[src/rtl/s4_cond_pkg.sv]
// s4_cond_pkg: shared types for the condition unit.
// Flag bundle, ARM-style condition codes, FSM states.
package s4_cond_pkg;

  typedef struct packed {
    logic n;
    logic z;
    logic c;
    logic v;
  } flags_t;

  typedef enum logic [3:0] {
    EQ, NE, CS, CC,
    MI, PL, VS, VC,
    HI, LS, GE, LT,
    GT, LE, AL, NV
  } cond_e;

  typedef enum logic {
    IDLE,
    RESP
  } state_e;

endpackage

[src/rtl/s4_cond_eval.sv]
// s4_cond_eval: combinational condition-code evaluator.
// Ports: i_cond (cond_e), i_flags (flags_t) -> o_taken.
module s4_cond_eval
  import s4_cond_pkg::*;
(
  input  cond_e  i_cond,
  input  flags_t i_flags,
  output logic   o_taken
);

  logic w_nv_eq;

  assign w_nv_eq = (i_flags.n == i_flags.v);

  always_comb begin
    o_taken = 1'b0;
    unique case (i_cond)
      EQ: o_taken = i_flags.z;
      NE: o_taken = !i_flags.z;
      CS: o_taken = i_flags.c;
      CC: o_taken = !i_flags.c;
      MI: o_taken = i_flags.n;
      PL: o_taken = !i_flags.n;
      VS: o_taken = i_flags.v;
      VC: o_taken = !i_flags.v;
      HI: o_taken = i_flags.c && !i_flags.z;
      LS: o_taken = !i_flags.c || i_flags.z;
      GE: o_taken = w_nv_eq;
      LT: o_taken = !w_nv_eq;
      GT: o_taken = !i_flags.z && w_nv_eq;
      LE: o_taken = i_flags.z || !w_nv_eq;
      AL: o_taken = 1'b1;
      NV: o_taken = 1'b0;
      default: o_taken = 1'b0;
    endcase
  end

endmodule

[src/rtl/s4_cond_unit.sv]
// s4_cond_unit: NZCV flag register + condition query
// unit with a single-entry valid/ready response buffer.
// Ports: clk, reset (async, active-high); flag_we,
//   N_in/Z_in/C_in/V_in; req_valid/req_ready/cond;
//   resp_valid/resp_ready/resp_taken; flags_q {N,Z,C,V};
//   taken_cnt/nottaken_cnt (CNT_W).
// Macro S4_COND_STATS_EN enables saturating response
// counters; otherwise the counter ports read 0.
module s4_cond_unit
  import s4_cond_pkg::*;
#(
  parameter int CNT_W = 16
) (
  input  logic             clk,
  input  logic             reset,
  input  logic             flag_we,
  input  logic             N_in,
  input  logic             Z_in,
  input  logic             C_in,
  input  logic             V_in,
  input  logic             req_valid,
  output logic             req_ready,
  input  logic [3:0]       cond,
  output logic             resp_valid,
  input  logic             resp_ready,
  output logic             resp_taken,
  output logic [3:0]       flags_q,
  output logic [CNT_W-1:0] taken_cnt,
  output logic [CNT_W-1:0] nottaken_cnt
);

  state_e r_state;
  state_e w_state_nx;
  flags_t r_flags;
  flags_t w_flags_nx;
  logic   r_taken;
  logic   w_taken;
  logic   w_accept;
  logic   w_hs;

  // Write-before-read: a query in a flag_we cycle
  // sees the incoming flags.
  assign w_flags_nx = flag_we ?
    flags_t'({N_in, Z_in, C_in, V_in}) : r_flags;

  assign w_accept = req_valid && req_ready;
  assign w_hs     = resp_valid && resp_ready;

  s4_cond_eval u_eval (
    .i_cond  (cond_e'(cond)),
    .i_flags (w_flags_nx),
    .o_taken (w_taken)
  );

  always_ff @(posedge clk or posedge reset) begin
    if (reset) r_state <= IDLE;
    else       r_state <= w_state_nx;
  end

  always_comb begin
    w_state_nx = r_state;
    unique case (r_state)
      IDLE: if (w_accept) w_state_nx = RESP;
      RESP: if (resp_ready)
              w_state_nx = req_valid ? RESP : IDLE;
      default: w_state_nx = IDLE;
    endcase
  end

  always_comb begin
    resp_valid = (r_state == RESP);
    req_ready  = (r_state == IDLE) || resp_ready;
  end

  always_ff @(posedge clk or posedge reset) begin
    if (reset)        r_flags <= '0;
    else if (flag_we) r_flags <= w_flags_nx;
  end

  // Only loads on accept, so a stalled response
  // holds even if the flags change underneath it.
  always_ff @(posedge clk or posedge reset) begin
    if (reset)         r_taken <= 1'b0;
    else if (w_accept) r_taken <= w_taken;
  end

  assign flags_q    = r_flags;
  assign resp_taken = r_taken;

`ifdef S4_COND_STATS_EN
  logic [CNT_W-1:0] r_tk_cnt;
  logic [CNT_W-1:0] r_nt_cnt;

  always_ff @(posedge clk or posedge reset) begin
    if (reset) begin
      r_tk_cnt <= '0;
      r_nt_cnt <= '0;
    end else if (w_hs) begin
      if (r_taken) begin
        if (~&r_tk_cnt) r_tk_cnt <= r_tk_cnt + 1'b1;
      end else begin
        if (~&r_nt_cnt) r_nt_cnt <= r_nt_cnt + 1'b1;
      end
    end
  end

  assign taken_cnt    = r_tk_cnt;
  assign nottaken_cnt = r_nt_cnt;
`else
  logic w_unused;
  assign w_unused     = w_hs;
  assign taken_cnt    = '0;
  assign nottaken_cnt = '0;
`endif

endmodule

[config.mk]
export PLATFORM = sky130hd
export DESIGN_NAME = s4_cond_unit
export DESIGN_NICKNAME = d
export VERILOG_FILES = /design/src/rtl/s4_cond_pkg.sv /design/src/rtl/s4_cond_eval.sv /design/src/rtl/s4_cond_unit.sv
export SDC_FILE = /design/constraint.sdc
export NUM_CORES = 1
export LEC_CHECK = 0
export CAP_MARGIN = 25
export CORE_UTILIZATION = 33
export CTS_CLUSTER_DIAMETER = 50
export CTS_CLUSTER_SIZE = 10
export DETAILED_ROUTE_END_ITERATION = 16
export GPL_TIMING_DRIVEN = 0
export PLACE_DENSITY_LB_ADDON = 0.05
export RECOVER_POWER = 25
export SYNTH_ARGS = -nofsm -noshare
export SYNTH_HDL_FRONTEND = slang
export SYNTH_SLANG_ARGS = --single-unit
[constraint.sdc]
create_clock -name clk -period 1.8 [get_ports clk]
set_clock_uncertainty 0.1 [all_clocks]
set_input_delay 0.36 -clock clk [delete_from_list [all_inputs] [get_ports clk]]
set_output_delay 0.36 -clock clk [all_outputs]
set_load 0.05 [all_outputs]
==> Yosys cells after proc, flatten, opt, wreduce, memory -nomap -nowiden <==
Index checks and enable logic that the tools add are counted.
{ "totals": {"output_inout_bits": 39, "word_cells": 41, "in_bits": 13, "register_bits": 6} }
{ "classes": {"bitwise": 1, "mux": 6, "reduce_logical": 12, "n_eq_ne": 16} }
{ "op_table": {"columns": ["operator", "n"], "rows": [
  ["== test 4 bit (second input constant)", 8],
  ["== test 4 x 3 -> 1 bit (second input constant)", 4],
  ["case mux 1 bit (16 select lines)", 1],
  ["== test 4 x 2 -> 1 bit (second input constant)", 2],
  ["zero test 1 bit", 5],
  ["== test 4 x 1 -> 1 bit (second input constant)", 1],
  ["zero test 4 bit", 1],
  ["2-to-1 mux 4 bit", 1],
  ["logical AND 1 bit", 3],
  ["logical OR 1 bit", 3],
  ["2-to-1 mux 1 bit", 3],
  ["case mux 1 bit (2 select lines)", 1],
  ["== test 1 bit", 1],
  ["NOT 1 bit", 1]
]} }

==> Logic depth before layout (Yosys ltp) <==
Gate-level depths: netlist of the first run.
{ "depth": {"depth_word": 5, "depth_mapped": 6, "depth_no_buf": 5} }

==> Cells and area by module <==
Synthesis of the first run repeated with hierarchy kept, for this count alone.
{ "unflattened": {"cells_unflattened": 76, "area_unflattened_um2": 696.9} }
{ "modules_own_cells": {"columns": ["module", "area_each_um2", "seq_area_each_um2", "instances", "cells_each"], "rows": [
  ["s4_cond_unit", 541.8, 150.1, 1, 53],
  ["s4_cond_eval", 155.1, 0.0, 1, 23]
]} }

==> Worst setup path before layout of the first run <==
Ideal clock, no wire load.
{ "synth_path": {"path_kind": "flip-flop to flip-flop", "from": "reg r_state, in the netlist resp_valid", "to": "reg r_taken, in the netlist resp_taken", "required_ns": 1.631, "slack_ns": -0.139, "period_less_slack_ns": 1.939, "stages_incl_launch_ff": 5, "n_path_buf": 0, "setup_ns": 0.069, "arrival_time_ns": 1.770, "cell_sequence": "dfrtp_1 nand2b_1 nand3_1 or4bb_1 nand3_1"} }
{ "synth_via": {"elab_chain_cells": 3} }
{ "synth_rtl": {"columns": ["element", "line", "rtl"], "rows": [
  ["from (decl)", "s4_cond_unit.sv:32", "state_e r_state;"],
  ["from (signal assigned)", "s4_cond_unit.sv:57", "else r_state <= w_state_nx;"],
  ["NOT 1 bit", null, null],
  ["logical OR 1 bit", "s4_cond_unit.sv:72", "req_ready = (r_state == IDLE) || resp_ready;"],
  ["net req_ready", "s4_cond_unit.sv:22", "output logic req_ready,"],
  ["logical AND 1 bit", "s4_cond_unit.sv:46", "assign w_accept = req_valid && req_ready;"],
  ["to (signal assigned)", "s4_cond_unit.sv:84", "else if (w_accept) r_taken <= w_taken;"],
  ["to (decl)", "s4_cond_unit.sv:36", "logic r_taken;"]
]} }
The timed path passes the listed nets, and every way through them passes these cells.
A chain may end at the register's enable or synchronous reset.

==> Worst setup path after layout of the first run <==
{ "layout_path": {"from": "in Z_in", "to": "reg r_taken, in the netlist resp_taken"} }
{ "layout_via": {"elab_chain_cells": 4, "word_cells_on_any_way": 7, "cone_classes": "mux (2); reduce/logical (5)"} }
{ "layout_rtl": {"columns": ["element", "line", "rtl"], "rows": [
  ["from (decl)", "s4_cond_unit.sv:18", "input logic Z_in,"],
  ["2-to-1 mux 4 bit (*)", "s4_cond_unit.sv:43", "assign w_flags_nx = flag_we ?"],
  ["zero test 1 bit", "s4_cond_eval.sv:19, s4_cond_eval.sv:26, s4_cond_eval.sv:30", null],
  ["logical AND 1 bit (on tied branches)", "s4_cond_eval.sv:30, s4_cond_eval.sv:26", null],
  ["case mux 1 bit (16 select lines) (*)", "s4_cond_eval.sv:17", "unique case (i_cond)"]
]} }
Every way passes the cells marked *; elsewhere a longest branch is shown, timed or not.

==> results of run 1 <==
-- metal layers --
layer | global-route usage [%] | vias to the layer above | part of all wire [%]
li1 | - | 298 | -
met1 | 10.0 | 220 | 39
met2 | 21.9 | 35 | 50
met3 | 3.46 | 0 | 11
met4 | 6.86 | 0 | 0
met5 | 0 | - | 0
-- flip-flops by register name, indices dropped and copies added (netlist names) --
register and count:
resp_valid 1, flags_q 4, resp_taken 1
-- through the flow --
step / utilization, % / power (W) / setup WS (ns) / cell area [um2]
after floorplan: - / 0.000489 / 0.00570 / 786
after global placement: 54.8 / 0.000561 / -0.409 / 987
after detailed placement: 54.8 / 0.000563 / -0.430 / 987
after CTS: 56.2 / 0.000685 / 0.00416 / 1010
after global routing: 57.5 / 0.000731 / -0.0343 / 1040
final: 57.5 / 0.000693 / 0.0662 / 1040
-- layout by cell type, fill, tap and decap left out, drive strengths merged --
master / count
clkbuf: 3
nor2: 1
a211oi: 1
dlygate4sd3: 1
a21oi: 2
buf: 37
xor2: 2
xnor2: 1
mux2: 3
dfrtp: 6
a211o: 2
conb: 32
a221oi: 1
dlymetal6s2s: 2
o21ai: 1
nor4: 3
nand3: 2
and2: 1
inv: 5
dlygate4sd2: 6
nor3: 1
nand2b: 2
or4bb: 1
nand2: 2
mux2i: 3
clkdlybuf4s50: 7
a2111oi: 1
-- final cells by class --
type / count / area (um2)
multi-input cells: 62 / 377
repair buffers: 19 / 178
inverters: 5 / 18.8
well taps: 25 / 31.3
clock buffers: 3 / 22.5
flip-flops and latches: 6 / 153
plain buffers: 34 / 256
fillers: 175 / 766
-- cell families after synthesis --
| family | after synthesis | share of synthesized area, % |
|---|---|---|
| buffers and inverters | 39 | 41.4 |
| AOI/OAI and AO/OA | 8 | 8.66 |
| and+or+nand+nor | 13 | 11.3 |
| muxes | 6 | 11.5 |
| other | 1 | 0.564 |
| xor gates and xnor gates | 3 | 3.96 |
| DFF | 6 | 22.6 |
-- power by group --
part / internal, W / switching [W] / leakage [nW]
sequential: 0.000152 / 0.00000944 / 0.0678
clock: 0.0000756 / 0.0000507 / 0.0138
combinational: 0.000129 / 0.000276 / 0.505
-- critical path: cells and delay by family --
family                 cells  cell delay, ns
buffers and inverters      1            0.45
AO/OA/AOI/OAI              3            0.65
AND/OR/NAND/NOR            1            0.09
multiplexers               1            0.20
-- repair_timing --
action / 4_1_cts / 5_1_grt
setup buffers: 1 / 1
pin swaps: 2 / 5
gates resized for setup: 11 / 8
hold endpoints to repair: 0 / 0
endpoints found under the setup margin: 8 / 2
-- worst paths after layout --
path / start / slack (ns) / cells past startpoint / end
max: Z_in / 0.07 / 6 / resp_taken
min: flag_we / 0.33 / 2 / flags_q[0]
max reg2reg: flags_q[0] / 0.17 / 5 / resp_taken
min reg2reg: resp_valid / 0.44 / 2 / resp_valid
max in group asynchronous: reset / 1.01 / 2 / flags_q[2]
min in group asynchronous: reset / 0.37 / 2 / resp_taken
==> summary.json, run 1 <==
{
  "outcome": "complete, no violations",
  "clock_tree.root_cell": "clkbuf_4",
  "place.detailed.hpwl_mm": 1.01,
  "cts.hold.buffers_added": 0,
  "syn_area_per_cell_um2": 8.74,
  "cts_htree_levels": 1,
  "floorplan.die.height_um": 46.9,
  "grt_overflow": 0,
  "wl_per_cell_um": 7.82,
  "netlist_instances": 76,
  "synth_seq_cells": 6,
  "cts_buffers": 3,
  "clk_transition_reported_paths_ns": 0.05,
  "worst-path-max-fanout": 5,
  "timing.critical_path.to_type": "flip-flop",
  "synth_top_cell_by_area": "buf_4",
  "hold_viol": 0,
  "grt_first_pass_wirelength_mm": 1.71,
  "detail_route.wirelength_mm": 1.20,
  "synthMostInstantiatedCell": "buf_4",
  "cp_slowest_stage_delay_ns": 0.45,
  "static_leakage_power_nw": 0.587,
  "post-route-period-util_pct": 96.3,
  "final.min_clock_period_ns": 1.73,
  "top_post_synthesis_cells_by_count": "32 x buf_4, 6 x dfrtp_1, 5 x inv_1, 3 x mux2_2, 3 x nor4_1",
  "final_net_count": 144,
  "critPathLaunchType": "primary input",
  "design.die.area_mm2": 0.00220,
  "cp_data_arrival_time_ns": 1.75,
  "effective_utilization_at_floorplan_pct": 36.9,
  "via_count_of_the_first_global_routing_pass": 457,
  "buffer_ports.inserted": 17,
  "path_cells": "clkdlybuf4s50_1, mux2_2, a211oi_1, a211o_1, a221oi_2, nand3_1",
  "clock_tree.buffer_depth": 2,
  "ys_dominant_reg_cell": "dfrtp_1",
  "synth-async-reset-ratio_pct": 100,
  "via_count": 553,
  "max_clock_freq_mhz": 577,
  "globalRouteTotalUtil_pct": 11.3,
  "dieWidth_um": 46.9,
  "netlist_top_cells_area": "buf_4 36%, dfrtp_1 23%, mux2_2 5.1%, mux2i_4 3.4%, mux2i_1 3.0%",
  "synth_largest_type_area_fraction_pct": 36.2,
  "drv.max_cap_violation_count": 0,
  "critical-path-slowest-cell": "clkdlybuf4s50_1",
  "worst_ep_required_time_ns": 1.82,
  "dr.pass1.iters": 4,
  "areaGrowthSynthToFinish_pct": 55.9,
  "antenna_cells": 0,
  "setup_violations": 0,
  "synth_enable_flop_cells": 0,
  "critical_path_class": "in2reg",
  "post_drt_via_cell_ratio": 3.59,
  "hold_slack_ns": 0.330,
  "num_io_pins": 52,
  "drc": 0,
  "rows": 15,
  "core_area_mm2": 0.00180,
  "drtIter0Drc": 6,
  "finalSetupTns_ns": 0,
  "antenna_left": 0,
  "cts_num_sinks": 6,
  "place_congestion": 0.661,
  "power_per_cell_area_mw_per_mm2": 669,
  "synthesis.yosys.warnings": 0,
  "final-max-slew-violation-count": 0,
  "antenna_found_initial": 0,
  "vdd.ir_drop.worst_v": 0.000451,
  "finish.cell_count_without_fillers": 154,
  "yosysSeqAreaShare_pct": 22.6,
  "worst_skew_pair.late_latency_ns": 0.24,
  "grt_max_degree": 9,
  "hold_path_class": "in2reg",
  "synth.distinct_cells": 25,
  "cts_tree": "yes",
  "drive_gt1_share_pct": 39.5,
  "post_synth_instance_area_um2": 664,
  "numPlacedInstances": 149
}
Power figures use the tool's default switching activity.
==> inputs of run 2 (changes only) <==
--- a/config.mk
+++ b/config.mk
@@ -6,10 +6,12 @@
 export NUM_CORES = 1
 export LEC_CHECK = 0
 export CAP_MARGIN = 25
-export CORE_UTILIZATION = 33
+export CORE_AREA = 2 2 39 41
 export CTS_CLUSTER_DIAMETER = 50
 export CTS_CLUSTER_SIZE = 10
 export DETAILED_ROUTE_END_ITERATION = 16
+export DIE_AREA = 0 0 41 43
+export DONT_BUFFER_PORTS = 1
 export GPL_TIMING_DRIVEN = 0
 export PLACE_DENSITY_LB_ADDON = 0.05
 export RECOVER_POWER = 25
==> run 2 against run 1 <==
Net effect: worst setup slack got worse by 0.024 ns; non-clock buffer count decreased by 18; count of clock-buffer cells in the layout unchanged; total power decreased by 7.6%; largest power group unchanged; highest routed layer unchanged; combinational power decreased by 28%; critical path type is now reg2reg; maximum frequency decreased by 1.4%.
==> summary.json, run 2 (synthesis results as in run 1) <==
{
  "outcome": "complete, no violations",
  "postCtsSetupBuffers": {"value": 0, "change": "-1"},
  "worst_skew_pair.late_latency": {"value": 0.24, "unit": "ns", "change": "about the same"},
  "worst_ep_required_time": {"value": 1.81, "unit": "ns", "change": "about the same"},
  "finish.cell_count_without_fillers": {"value": 127, "change": "-18%"},
  "grt_max_degree": {"value": 9, "change": "unchanged"},
  "numPlacedInstances": {"value": 123, "change": "-17%"},
  "clk_transition_reported_paths": {"value": 0.04, "unit": "ns", "change": "about the same"},
  "cts_buffers": {"value": 3, "change": "unchanged"},
  "critPathLaunchType": "flip-flop",
  "design.die.area": {"value": 0.00176, "unit": "mm2", "change": "-20%"},
  "hold_path_class": "in2reg",
  "detail_route.wirelength": {"value": 1.17, "unit": "mm", "change": "-2.7%"},
  "final-max-slew-violation-count": {"value": 0, "change": "unchanged"},
  "clock_tree.buffer_depth": {"value": 2, "change": "unchanged"},
  "final_net_count": {"value": 126, "change": "-13%"},
  "antenna_cells": {"value": 0, "change": "unchanged"},
  "drtIter0Drc": {"value": 5, "change": "-1"},
  "grt_first_pass_wirelength": {"value": 1.72, "unit": "mm", "change": "+0.41%"},
  "most_frequent_cells_in_the_layout": "32 x buf_4, 32 x conb_1, 5 x inv_1, 5 x dfrtp_2",
  "post_drt_via_cell_ratio": {"value": 3.97, "change": "+11%"},
  "drv.max_cap_violation_count": {"value": 0, "change": "unchanged"},
  "antenna_left": {"value": 0, "change": "unchanged"},
  "power_per_cell_area": {"value": 743, "unit": "mW/mm2", "change": "+11%"},
  "cp_data_arrival_time": {"value": 1.77, "unit": "ns", "change": "+0.02 ns"},
  "antenna_found_initial": {"value": 0, "change": "unchanged"},
  "critical_path_class": "reg2reg",
  "place_congestion": {"value": 0.709, "change": "+7.2%"},
  "cts_tree": "yes",
  "floorplan.die.height": {"value": 43, "unit": "um", "change": "-8.3%"},
  "dieWidth": {"value": 41, "unit": "um", "change": "-13%"},
  "buffer_ports.inserted": {"value": 0, "change": "-17"},
  "final.min_clock_period": {"value": 1.76, "unit": "ns", "change": "+0.0242 ns"},
  "cts_htree_levels": {"value": 1, "change": "unchanged"},
  "dr.pass1.iters": {"value": 3, "change": "-1"},
  "via_count": {"value": 504, "change": "-8.9%"},
  "grt_overflow": {"value": 0, "change": "unchanged"},
  "drive_gt1_share": {"value": 44.1, "unit": "%", "change": "+4.6 points"},
  "globalRouteTotalUtil": {"value": 14.8, "unit": "%", "change": "+3.5 points"},
  "rows": {"value": 14, "change": "-1"},
  "post-route-period-util": {"value": 97.7, "unit": "%", "change": "+1.3 points"},
  "max_clock_freq": {"value": 569, "unit": "MHz", "change": "-1.4%"},
  "worst-path-max-fanout": {"value": 3, "change": "-2"},
  "rsz0062_at_grt": "true",
  "hold_slack": {"value": 0.128, "unit": "ns", "change": "-0.202 ns"},
  "setup_violations": {"value": 0, "change": "unchanged"},
  "hold_viol": {"value": 0, "change": "unchanged"},
  "core_area": {"value": 0.00138, "unit": "mm2", "change": "-23%"},
  "via_count_of_the_first_global_routing_pass": {"value": 443, "change": "-3.1%"},
  "areaGrowthSynthToFinish_pct": 29.6,
  "num_io_pins": {"value": 52, "change": "unchanged"},
  "cts_num_sinks": {"value": 6, "change": "unchanged"},
  "timing.critical_path.to_type": "flip-flop",
  "static_leakage_power": {"value": 0.495, "unit": "nW", "change": "-16%"},
  "effective_utilization_at_floorplan": {"value": 48.0, "unit": "%", "change": "+11 points"},
  "clock_tree.root_cell": "clkbuf_4",
  "drc": {"value": 0, "change": "unchanged"},
  "vdd.ir_drop.worst": {"value": 0.000551, "unit": "V", "change": "+22%"},
  "wl_per_cell": {"value": 9.23, "unit": "um", "change": "+18%"},
  "largest_reg_flops": {"value": 4, "change": "unchanged"}
}
run 2: path summary, 6_finish.rpt:
| kind | start | endpoint | slack, ns | depth (start not counted) |
|---|---|---|---|---|
| min | req_valid | resp_valid | 0.13 | 1 |
| max reg2reg | flags_q[1] | resp_taken | 0.04 | 5 |
| max in group asynchronous | reset | flags_q[3] | 1.01 | 2 |
| max | flags_q[1] | resp_taken | 0.04 | 5 |
| min in group asynchronous | reset | resp_taken | 0.38 | 2 |
| min reg2reg | flags_q[1] | flags_q[1] | 0.65 | 2 |
run 2: worst max-delay path: stages (launching register included):
cell,delay (ns)
dfrtp_2,0.52
mux2i_4,0.22
mux2i_1,0.10
a211o_1,0.29
a221oi_1,0.28
nand3_1,0.11
run 2: area by class of cell:
type / count / area (um2)
Sequential cell: 6 / 156
Inverter: 5 / 18.8
Buffer: 34 / 256
Tap cell: 16 / 20.0
Clock buffer: 3 / 22.5
Fill cell: 139 / 523
Multi-Input combinational cell: 62 / 377
Timing Repair Buffer: 1 / 10.0
run 2: repair_timing:
item | CTS | global route
pin swaps | 0 | 3
setup endpoints to repair | 1 | 1
endpoints found under the hold margin | 6 | 0
resized for setup | 3 | 6
hold buffers | 1 | 0
cloned | 0 | 0
run 2: where the power goes:
group	leakage, nW	total (W)	internal [W]	switching [W]
registers	0.0650	0.000222	0.000152	0.0000700
logic	0.416	0.000293	0.0000919	0.000201
clock network	0.0138	0.000124	0.0000754	0.0000489
total	0.495	0.000640	0.000320	0.000320
run 2: through the flow:
| step | power, W | utilization (%) | worst slack, ns | instance area [um2] | setup TNS, ns |
|---|---|---|---|---|---|
| 5_1_grt | 0.000678 | 62.2 | -0.0201 | 861 | -0.0201 |
| 4_1_cts | 0.000637 | 60.8 | 0.00222 | 842 | 0 |
| 6_report | 0.000640 | 62.2 | 0.0420 | 861 | 0 |
| 3_3_place_gp | 0.000502 | 58.2 | -0.105 | 806 | -0.105 |
| 3_5_place_dp | 0.000504 | 58.2 | -0.124 | 806 | -0.124 |
| 2_1_floorplan | 0.000489 | - | 0.00570 | 786 | 0 |
run 2: metal layers:
layer  up-vias  GRT usage [%]  routed length [um]
met5         -              0                   0
met4         0           2.00                   0
met3         0           10.5                 154
met2        27           25.9                 637
met1       215           13.4                 381
li1        262              -                   -
